==> src/rtl/e203_dtcm_pkg.sv <==
// Shared constants and state encoding for the DTCM SRAM controller.
package e203_dtcm_pkg;

    localparam int DTCM_AW     = 16;
    localparam int DTCM_DW     = 32;
    localparam int DTCM_MW     = DTCM_DW / 8;
    localparam int DTCM_AW_LSB = 2;

    typedef enum logic [1:0] {
        IDLE = 2'd0,
        RSP  = 2'd1,
        HOLD = 2'd2
    } sram_state_e;

endpackage

==> src/rtl/e203_dtcm_sram_ctrl.sv <==
// DTCM SRAM controller: turns one ICB command stream into SRAM accesses and
// returns one response per command, holding read data across back-pressure.
module e203_dtcm_sram_ctrl
    import e203_dtcm_pkg::*;
#(
    parameter int AW     = DTCM_AW,
    parameter int DW     = DTCM_DW,
    parameter int MW     = DTCM_MW,
    parameter int AW_LSB = DTCM_AW_LSB,
    parameter int RAW    = AW - AW_LSB
) (
    input  logic          clk,
    input  logic          rst,
    input  logic          tcm_cgstop,
    input  logic          i_icb_cmd_valid,
    output logic          i_icb_cmd_ready,
    input  logic          i_icb_cmd_read,
    input  logic [AW-1:0] i_icb_cmd_addr,
    input  logic [DW-1:0] i_icb_cmd_wdata,
    input  logic [MW-1:0] i_icb_cmd_wmask,
    output logic          i_icb_rsp_valid,
    input  logic          i_icb_rsp_ready,
    output logic          i_icb_rsp_err,
    output logic [DW-1:0] i_icb_rsp_rdata,
    output logic          i_icb_rsp_read,
    output logic          ram_cs,
    output logic          ram_we,
    output logic [RAW-1:0] ram_addr,
    output logic [MW-1:0] ram_wem,
    output logic [DW-1:0] ram_din,
    input  logic [DW-1:0] ram_dout,
    output logic          ram_clk_en,
    output logic          sram_ctrl_active
);

    sram_state_e   state_reg, state_next;
    logic [DW-1:0] hold_reg, hold_next;
    logic          read_reg, read_next;
    logic          acc;
    logic [DW-1:0] live_rdata;
    logic          unused_addr_lsb;

    // A new command may only enter when the owed response leaves this cycle.
    assign i_icb_cmd_ready = (state_reg == IDLE) ? 1'b1 : i_icb_rsp_ready;
    assign acc             = i_icb_cmd_valid & i_icb_cmd_ready;

    assign ram_cs   = acc;
    assign ram_we   = acc & ~i_icb_cmd_read;
    assign ram_addr = i_icb_cmd_addr[AW-1:AW_LSB];
    assign ram_din  = i_icb_cmd_wdata;

    generate
        for (genvar gi = 0; gi < MW; gi++) begin : g_wem
            assign ram_wem[gi] = ~i_icb_cmd_read & i_icb_cmd_wmask[gi];
        end
    endgenerate

    assign unused_addr_lsb = ^i_icb_cmd_addr[AW_LSB-1:0];

    assign live_rdata       = read_reg ? ram_dout : '0;
    assign i_icb_rsp_valid  = (state_reg != IDLE);
    assign i_icb_rsp_rdata  = (state_reg == HOLD) ? hold_reg : live_rdata;
    assign i_icb_rsp_read   = read_reg;
    assign i_icb_rsp_err    = 1'b0;
    assign ram_clk_en       = acc | tcm_cgstop;
    assign sram_ctrl_active = i_icb_cmd_valid | (state_reg != IDLE);

    always_comb begin
        state_next = state_reg;
        hold_next  = hold_reg;
        read_next  = read_reg;
        if (acc) begin
            read_next = i_icb_cmd_read;
        end
        unique case (state_reg)
            IDLE: begin
                if (acc) state_next = RSP;
            end
            RSP: begin
                if (i_icb_rsp_ready) begin
                    state_next = acc ? RSP : IDLE;
                end else begin
                    // ram_dout is only valid for one cycle; freeze it here.
                    hold_next  = live_rdata;
                    state_next = HOLD;
                end
            end
            HOLD: begin
                if (i_icb_rsp_ready) state_next = acc ? RSP : IDLE;
            end
            default: state_next = IDLE;
        endcase
    end

    always_ff @(posedge clk) begin
        if (rst) begin
            state_reg <= IDLE;
            hold_reg  <= '0;
            read_reg  <= 1'b0;
        end else begin
            state_reg <= state_next;
            hold_reg  <= hold_next;
            read_reg  <= read_next;
        end
    end

endmodule

==> config.mk <==
export PLATFORM = sky130hd
export DESIGN_NAME = e203_dtcm_sram_ctrl
export DESIGN_NICKNAME = d
export VERILOG_FILES = /design/src/rtl/e203_dtcm_pkg.sv /design/src/rtl/e203_dtcm_sram_ctrl.sv
export SDC_FILE = /design/constraint.sdc
export NUM_CORES = 1
export LEC_CHECK = 0
export BUFFER_PORTS_ARGS = -buffer_cell sky130_fd_sc_hd__buf_4
export CAP_MARGIN = 30
export CORE_MARGIN = 2
export CORE_UTILIZATION = 39
export DETAILED_ROUTE_END_ITERATION = 7
export PLACE_DENSITY = 0.76
export SLEW_MARGIN = 20
export SYNTH_ARGS = -nofsm -noshare
export SYNTH_HDL_FRONTEND = slang
export SYNTH_SLANG_ARGS = --single-unit
==> constraint.sdc <==
create_clock -name clk -period 1.4 [get_ports clk]
set_input_delay 0.14 -clock clk [delete_from_list [all_inputs] [get_ports clk]]
set_output_delay 0.14 -clock clk [all_outputs]
set_load 0.05 [all_outputs]
==> results of run 1 <==
==> metrics by stage <==
| stage | std cells | total power, uW | util, % |
|---|---|---|---|
| final | 450 | 2590 | 65.6 |
| after CTS | 434 | 2520 | 59.3 |
| after global routing | 450 | 2700 | 65.6 |
| after detailed placement | 423 | 1770 | 54.6 |
| after global placement | 423 | 1760 | 54.6 |
| after floorplan | 321 | 1870 | - |
==> placed cells by master, fill, tap and decap left out, drive strengths merged, types with 2 or more instances in the layout <==
cell    instances
buf           117
nand2          96
dfxtp          35
o21ai          33
nand3          32
a21oi          32
clkbuf         11
nor2b           4
nand2b          3
nor2            2
inv             2
==> cell type report <==
| class | instances | share of cell area, % |
|---|---|---|
| well taps | 72 | 2.49 |
| multi-input cells | 212 | 40.3 |
| clock buffers | 7 | 2.11 |
| flip-flops and latches | 35 | 19.6 |
| clock inverters | 1 | 0.139 |
| repair buffers | 121 | 35.2 |
| inverters | 2 | 0.208 |
==> power by group through the flow <==
stage               clock (uW)  combinational [uW]  sequential (uW)
floorplan                    0                 828             1050
global placement             0                 717             1040
detailed placement           0                 727             1040
CTS                        727                 777             1020
global route               776                 900             1020
finish                     713                 858             1020
==> repair_timing <==
| item | 4_1_cts | 5_1_grt |
|---|---|---|
| resized for setup | 43 | 37 |
| buffers inserted | 3 | 13 |
| pin swaps | 1 | 5 |
| cloned | 0 | 5 |
| endpoints found under the setup margin | 37 | 56 |
| hold endpoints to repair | 0 | 0 |
==> cell families after synthesis <==
group	after synthesis
compound gates	66
other cells	1
simple gates	143
mux	1
xor+xnor	1
buf+inv	74
flops	35
==> routing by layer <==
layer  up-vias  wire [um]  track usage, %  share of wire (%)
li1       1109          -               -                  -
met1      1061       2640            20.8                 41
met2        71       3390            31.5                 53
met3         8        302            3.86                4.7
met4         0         65            6.21                1.0
met5         -          0               0                  0
==> path summary, 6_finish.rpt <==
check,slack [ns],cells after the start,to
worst min-delay path,0.08,2,state_reg[1]$_SDFFE_PP0P_
worst max register to register,0.05,7,hold_reg[10]$_SDFFE_PP0N_
worst min register to register,0.46,2,hold_reg[6]$_SDFFE_PP0N_
worst max-delay path,-0.24,5,i_icb_rsp_rdata[29]
==> results.cfg, run 1 <==
[grt]
antenna_found_initial = 0
overflow = 0
grtUsageTotal_pct = 17.7
grt_pass1_vias = 1988
grt_start_max_net_pins = 37
grt_pass1_wl_um = 9030

[logic_synthesis]
netlist_area_um2 = 2210
synthArstFlopShare_pct = 0
synthMuxAreaShare_pct = 0.452
yosys.area.top_type = dfxtp_1
yosysUniqueCellTypes = 28
synth_common_cells = 91 x nand2_1, 50 x buf_4, 35 x dfxtp_1
synth_xor_area_share_pct = 0.396
synth_area_leaders = dfxtp_1 32%, buf_4 17%, nand2_1 15%, a21oi_1 7.2%, nand3_1 7.2%
ys_ff_latch = 35
yosysSeqAreaShare_pct = 31.7
yosysMostFrequentCell = nand2_1
synth_cells = 321
synth_adder_area_share_pct = 0
avgSynthCellArea_um2 = 6.90
yosysWarnings = 0
synth_compound_area_share_pct = 15.2
synth-edff-count = 0
synth_top_family_by_area = simple AND/OR/NAND/NOR gates
syn_nets = 411
synth-simple-area-share_pct = 28.9
ys.flop_type = dfxtp_1
yosysTopAreaCellShare_pct = 31.7

[final_layout]
diodes = 0
design_area_um2 = 3610
n_fill_cell = 462
largest_reg_flops = 32
regArea_um2 = 707
nNetsFinal = 467
syn_to_final_growth_pct = 63.2
drive_gt1_share_pct = 51.9
multi_input_area_um2 = 1460

[run]
maxCapViolations = 0

[die]
row_count = 27
fp.dieW_um = 79.3
coreArea_um2 = 5510
start_util_pct = 40.2
fp.dieArea_um2 = 6290
die_h_um = 79.3
ios = 180

[sta]
rsz0062_at_grt = true
min_period_over_period_pct = 117
skew_ns = 0.00265
maxSlewViolCount = 0
final-setup-viol-count = 33
period_needed_ns = 1.64
worst_hold_slack_ns = 0.0785
hold_viol = 0
setup_ws_ns = -0.239
timing.fmax_ghz = 0.610
tns_ns = -6.68

[clock_tree]
clk_pin_slew_worst_paths_ns = 0.07
cts-htree-levels = 2
cts_made_buffers = 5
cts.sink_count = 35
cts-root-buf = clkbuf_8
hold_buffers = 0
clk_latency_ns = 0.29
cts_tree = built
clockBufferDepth = 2

[placement]
place_area_um2 = 3010
gp_congestion = 0.703
dp_hpwl_um = 3860
portBuffers = 84
post-place-ws_ns = 0.0444

[setup_path]
cp.required_ns = 1.26
cp_max_fo = 6
max_stage_delay_ns = 0.34
path_class = flip-flop to primary output
endpoint_kind = primary output
crit_start = state_reg[0]$_SDFFE_PP0P_
crit_buf_inv = 2
path_cells = and2b_4 -> buf_4 -> nand2_2 -> o21ai_4 -> buf_6
critPathTopFamily = simple AND/OR/NAND/NOR gates
timing.rr.start = state_reg[1]$_SDFFE_PP0P_
worstSetupStartpointType = flip-flop
cp_slowest_cell = and2b_4
arrival_ns = 1.50

[detailed_routing]
drc = 0
drtPass1Iterations = 4
vias_per_cell = 5.00
wl_per_cell_um = 14.2
drtIter0Drc = 80
antenna_left = 0
route.vias.total = 2249
drt-total-wl_um = 6400

[run_status]
status = finished with violations
violations = negative setup slack

[power]
comb_power_share_pct = 33.1
p_leak_uw = 0.00140
clkPwrFrac_pct = 27.5
seq_power_share_pct = 39.4
power.internal_uw = 1720
p_switching_uw = 867
vdd_ir_drop_max_mv = 0.488
p_per_area_nw_per_um2 = 718
switching_share_pct = 33.5

[worst_hold_path]
hp-start = i_icb_rsp_ready
hp-class = input pin to flip-flop
No activity file was read; power rests on OpenSTA's default activity.
==> inputs of run 2 (changes only) <==
--- a/config.mk
+++ b/config.mk
@@ -5,12 +5,12 @@
 export SDC_FILE = /design/constraint.sdc
 export NUM_CORES = 1
 export LEC_CHECK = 0
-export BUFFER_PORTS_ARGS = -buffer_cell sky130_fd_sc_hd__buf_4
 export CAP_MARGIN = 30
-export CORE_MARGIN = 2
-export CORE_UTILIZATION = 39
+export CORE_AREA = 2 2 69 71
 export DETAILED_ROUTE_END_ITERATION = 7
-export PLACE_DENSITY = 0.76
+export DIE_AREA = 0 0 71 73
+export DONT_BUFFER_PORTS = 1
+export PLACE_DENSITY = 0.61
 export SLEW_MARGIN = 20
 export SYNTH_ARGS = -nofsm -noshare
 export SYNTH_HDL_FRONTEND = slang
==> run 2 against run 1 <==
  * The flow still finishes with violations (negative setup slack)
  * Utilization grew 13 points
  * Wire length is 2.0% lower
  * Clock skew up 0.0026 ns
  * Sequential share of layout area grew 0.26 points
  * Die area decreased by 18%
  * First-iteration DRC count rose by 16%
  * Combinational power is 7.6% lower
  * Sequential power hardly changed
  * Non-clock buffer count decreased by 54
  * Via count shrank 7.0%
  * Hold slack got worse by 0.072 ns
  * Critical path type unchanged
  * Largest cell class unchanged
==> results.cfg, run 2 (synthesis results as in run 1) <==
[clock_tree]
cts_made_buffers = 5
cts-root-buf = clkbuf_8
clk_pin_slew_worst_paths_ns = 0.07
cts_tree = built
cts.sink_count = 35
cts-htree-levels = 2
clk_latency_ns = 0.29
clockBufferDepth = 2

[sta]
hold_viol = 0
rsz0062_at_grt = true
skew_ns = 0.00528
min_period_over_period_pct = 117
timing.fmax_ghz = 0.608
setup_ws_ns = -0.243
period_needed_ns = 1.64
tns_ns = -5.55
maxSlewViolCount = 0
final-setup-viol-count = 52

[worst_hold_path]
min_path_cells = 2
hp-class = input pin to flip-flop
min_to = hold_reg[11]$_SDFFE_PP0N_
hp-start = ram_dout[11]

[setup_path]
path_class = flip-flop to primary output
reg2reg_to = hold_reg[22]$_SDFFE_PP0N_
crit_start = state_reg[0]$_SDFFE_PP0P_
arrival_ns = 1.50
timing.rr.start = state_reg[1]$_SDFFE_PP0P_
timing.reg2reg.setup_slack_ns = -0.03
cp_max_fo = 6
cp.required_ns = 1.26
r2r_cells = 7
worstSetupStartpointType = flip-flop
endpoint_kind = primary output

[detailed_routing]
drt-total-wl_um = 6270
route.vias.total = 2092
antenna_left = 0
wl_per_cell_um = 16.5
drc = 0
vias_per_cell = 5.52
drtIter0Drc = 93
drtPass1Iterations = 4

[die]
coreArea_um2 = 4540
fp.dieW_um = 71
fp.dieArea_um2 = 5180
die_h_um = 73
row_count = 25
start_util_pct = 48.8
ios = 180

[final_layout]
nNetsFinal = 414
largest_reg_flops = 32
mostFrequentLayoutCell = nand2_1
final_cells = 379
drive_gt1_share_pct = 48.9
diodes = 0
syn_to_final_growth_pct = 61.6
final_cell_mix = 63 x nand2_1, 33 x o21ai_4, 32 x dfxtp_1

[grt]
grt_start_max_net_pins = 35
antenna_found_initial = 0
grt_pass1_wl_um = 8300
grt_pass1_vias = 1847
grtUsageTotal_pct = 19.8
overflow = 0

[run_status]
violations = negative setup slack
status = finished with violations

[run]
maxCapViolations = 0

[placement]
gp_congestion = 0.667
dpl.cell_count = 337
dp_hpwl_um = 3230
portBuffers = 0

[power]
p_per_area_nw_per_um2 = 705
p_leak_uw = 0.00150
vdd_ir_drop_max_mv = 0.560
run 2: stage by stage:
stage | setup WS [ns] | hold slack (ns) | cell area [um2] | util, % | total power (uW)
after floorplan | 0.0207 | 0.210 | 2640 | - | 1870
after global placement | 0.0573 | 0.211 | 2660 | 58.7 | 1650
after detailed placement | 0.0455 | 0.215 | 2660 | 58.7 | 1650
after CTS | -0.253 | 0.00112 | 2990 | 65.9 | 2440
after global routing | -0.288 | 0.00473 | 3580 | 78.9 | 2630
final | -0.243 | 0.00617 | 3580 | 78.9 | 2520
run 2: worst max-delay path by stage:
stage / slack (ns) / depth (start not counted) / endpoint
after floorplan: 0.02 / 4 / i_icb_rsp_rdata[10]
after global placement: 0.06 / 5 / i_icb_rsp_rdata[4]
after detailed placement: 0.05 / 5 / i_icb_rsp_rdata[6]
after CTS: -0.25 / 5 / i_icb_rsp_rdata[28]
after global routing: -0.29 / 4 / i_icb_rsp_rdata[25]
final: -0.24 / 4 / i_icb_rsp_rdata[25]
run 2: layout make-up:
cell class	count	area, um2
fill	312	958
clock inverter	3	15.0
sequential	35	709
clock buffer	5	68.8
timing repair buffer	67	993
inverter	2	7.51
multi-input combinational	213	1720
tap	54	67.6
run 2: critical path, cell delays in order, from the launching register on:
cell     delay, ns
dfxtp_2       0.34
and2b_4       0.25
buf_12        0.15
buf_6         0.11
o21ai_4       0.36
run 2: metal layers:
layer	vias up	track usage (%)	routed length, um
met4	0	7.34	69
met3	11	7.87	519
met5	-	0	0
met1	976	22.2	2400
met2	97	34.0	3290
li1	1008	-	-
run 2: power by group:
group	switching (uW)	internal, uW
combinational	481	312
sequential	14.4	1010
clock	367	340
total	862	1660
run 2: repair_timing:
action | 4_1_cts | 5_1_grt
hold endpoints to repair | 34 | 9
cloned | 2 | 6
endpoints found under the setup margin | 37 | 50
pin swaps | 2 | 37
hold buffers | 8 | 9
resized for setup | 17 | 84
buffers inserted | 4 | 6
==> inputs of run 3 (changes only) <==
--- a/config.mk
+++ b/config.mk
@@ -10,6 +10,7 @@
 export DETAILED_ROUTE_END_ITERATION = 7
 export DIE_AREA = 0 0 71 73
 export DONT_BUFFER_PORTS = 1
+export HOLD_SLACK_MARGIN = 0.08
 export PLACE_DENSITY = 0.61
 export SLEW_MARGIN = 20
 export SYNTH_ARGS = -nofsm -noshare
==> run 3 against run 2 <==
  * The run still ends with negative setup slack left
  * Sequential power about the same
  * Register-to-register slack improved by 0.06 ns
  * Via count increased by 1.0%
  * Die area unchanged
  * Critical endpoint is now i_icb_rsp_rdata[28]
==> results.cfg, run 3 (synthesis results as in run 1) <==
[clock_tree]
cts_tree = built
cts-htree-levels = 2
cts-root-buf = clkbuf_8
cts.sink_count = 35
cts_made_buffers = 5
clk_pin_slew_worst_paths_ns = 0.07
clockBufferDepth = 2
clk_latency_ns = 0.29

[grt]
met1_usage_pct = 23.4
antenna_found_initial = 0
globalRouteMet3Util_pct = 7.46
grt_busiest_layer = met2
grt_pass1_wl_um = 8960
grtUsageTotal_pct = 21.3
grt_start_max_net_pins = 37
overflow = 0
use_met2_pct = 38.3
grt_pass1_vias = 2007

[setup_path]
endpoint_kind = primary output
crit_start = state_reg[0]$_SDFFE_PP0P_
worstSetupStartpointType = flip-flop
max_stage_delay_ns = 0.37
r2r_cells = 7
cp.required_ns = 1.26
crit_buf_inv = 2
cp.depth = 5
cp_max_fo = 13
critPathTopFamily = simple AND/OR/NAND/NOR gates
cp_common_cell = buf_12
path_cells = and2b_4 -> buf_12 -> nand2_1 -> o21ai_4 -> buf_12
cp_slowest_cell = and2b_4
arrival_ns = 1.48
path_class = flip-flop to primary output
timing.rr.start = state_reg[1]$_SDFFE_PP0P_

[sta]
final-setup-viol-count = 32
period_needed_ns = 1.62
min_period_over_period_pct = 116
worst_hold_slack_ns = 0.118
maxSlewViolCount = 0
skew_ns = 0.00579
hold_viol = 0
setup_ws_ns = -0.217
rsz0062_at_grt = true
timing.fmax_ghz = 0.618

[final_layout]
nNetsFinal = 425
design_area_um2 = 3360
mostFrequentLayoutCell = nand2_1
finish.utilization_pct = 74.0
drive_gt1_share_pct = 32.7
syn_to_final_growth_pct = 51.6
diodes = 0
final_cells = 390
n_fill_cell = 332
final_cell_mix = 81 x nand2_1, 35 x dlygate4sd3_1, 33 x o21ai_4
largest_reg_flops = 32

[detailed_routing]
drtPass1Iterations = 4
drt-total-wl_um = 5940
antenna_left = 0
drtIter0Drc = 86
route.vias.total = 2113
wl_per_cell_um = 15.2
vias_per_cell = 5.42
drc = 0

[placement]
dp_hpwl_um = 3230
dpl.cell_count = 337
place_area_um2 = 2660
gp_congestion = 0.667
portBuffers = 0

[worst_hold_path]
hp-start = i_icb_rsp_ready
min_path_cells = 2
hp-class = input pin to flip-flop

[die]
start_util_pct = 48.8
fp.dieW_um = 71
fp.dieArea_um2 = 5180
row_count = 25
coreArea_um2 = 4540
ios = 180
die_h_um = 73

[run_status]
violations = negative setup slack
status = finished with violations

[power]
p_leak_uw = 0.00123
p_per_area_nw_per_um2 = 744
vdd_ir_drop_max_mv = 0.556

[run]
maxCapViolations = 0
[run 3: per-stage QoR]
| step | total power, uW | setup WS [ns] | setup TNS, ns |
|---|---|---|---|
| 6_report | 2500 | -0.217 | -5.45 |
| 5_1_grt | 2610 | -0.288 | -7.84 |
| 3_5_place_dp | 1650 | 0.0455 | 0 |
| 4_1_cts | 2500 | -0.253 | -6.69 |
| 3_3_place_gp | 1650 | 0.0573 | 0 |
| 2_1_floorplan | 1870 | 0.0207 | 0 |
[run 3: final timing paths]
check | endpoint | slack [ns]
hold reg to reg | hold_reg[10]$_SDFFE_PP0N_ | 0.46
setup reg to reg | hold_reg[1]$_SDFFE_PP0N_ | 0.03
setup / recovery | i_icb_rsp_rdata[28] | -0.22
hold / removal | state_reg[0]$_SDFFE_PP0P_ | 0.12
[run 3: where the power goes]
part | switching, uW | internal, uW | leakage, uW
Sequential | 10.7 | 1010 | 0.000284
Clock | 365 | 340 | 0.0000477
Combinational | 454 | 319 | 0.000896
[run 3: worst reg2reg max path, delay by kind of cell (launching register included)]
family	cells	cell delay (ns)
buffers and inverters	4	0.56
and+or+nand+nor	2	0.28
AOI/OAI and AO/OA	1	0.13
DFF	1	0.33
[run 3: area by class of cell]
cell class / count / area, um2 / area share [%]
Clock buffer: 5 / 68.8 / 2.05
Tap cell: 54 / 67.6 / 2.01
Multi-Input combinational cell: 212 / 1430 / 42.7
Timing Repair Buffer: 79 / 1060 / 31.5
Clock inverter: 3 / 15.0 / 0.447
Inverter: 2 / 7.51 / 0.224
Sequential cell: 35 / 707 / 21.1
[run 3: timing repair]
action / 4_1_cts / 5_1_grt
setup endpoints to repair: 37 / 44
cloned: 2 / 2
pin swaps: 2 / 5
buffers inserted: 4 / 2
hold buffers: 36 / 0
endpoints found under the hold margin: 35 / 0
resized for setup: 17 / 14
[run 3: routing by layer]
layer | vias up | wire length, um
met5 | - | 0
met4 | 0 | 57
met3 | 9 | 495
met2 | 94 | 2990
met1 | 982 | 2390
li1 | 1028 | -
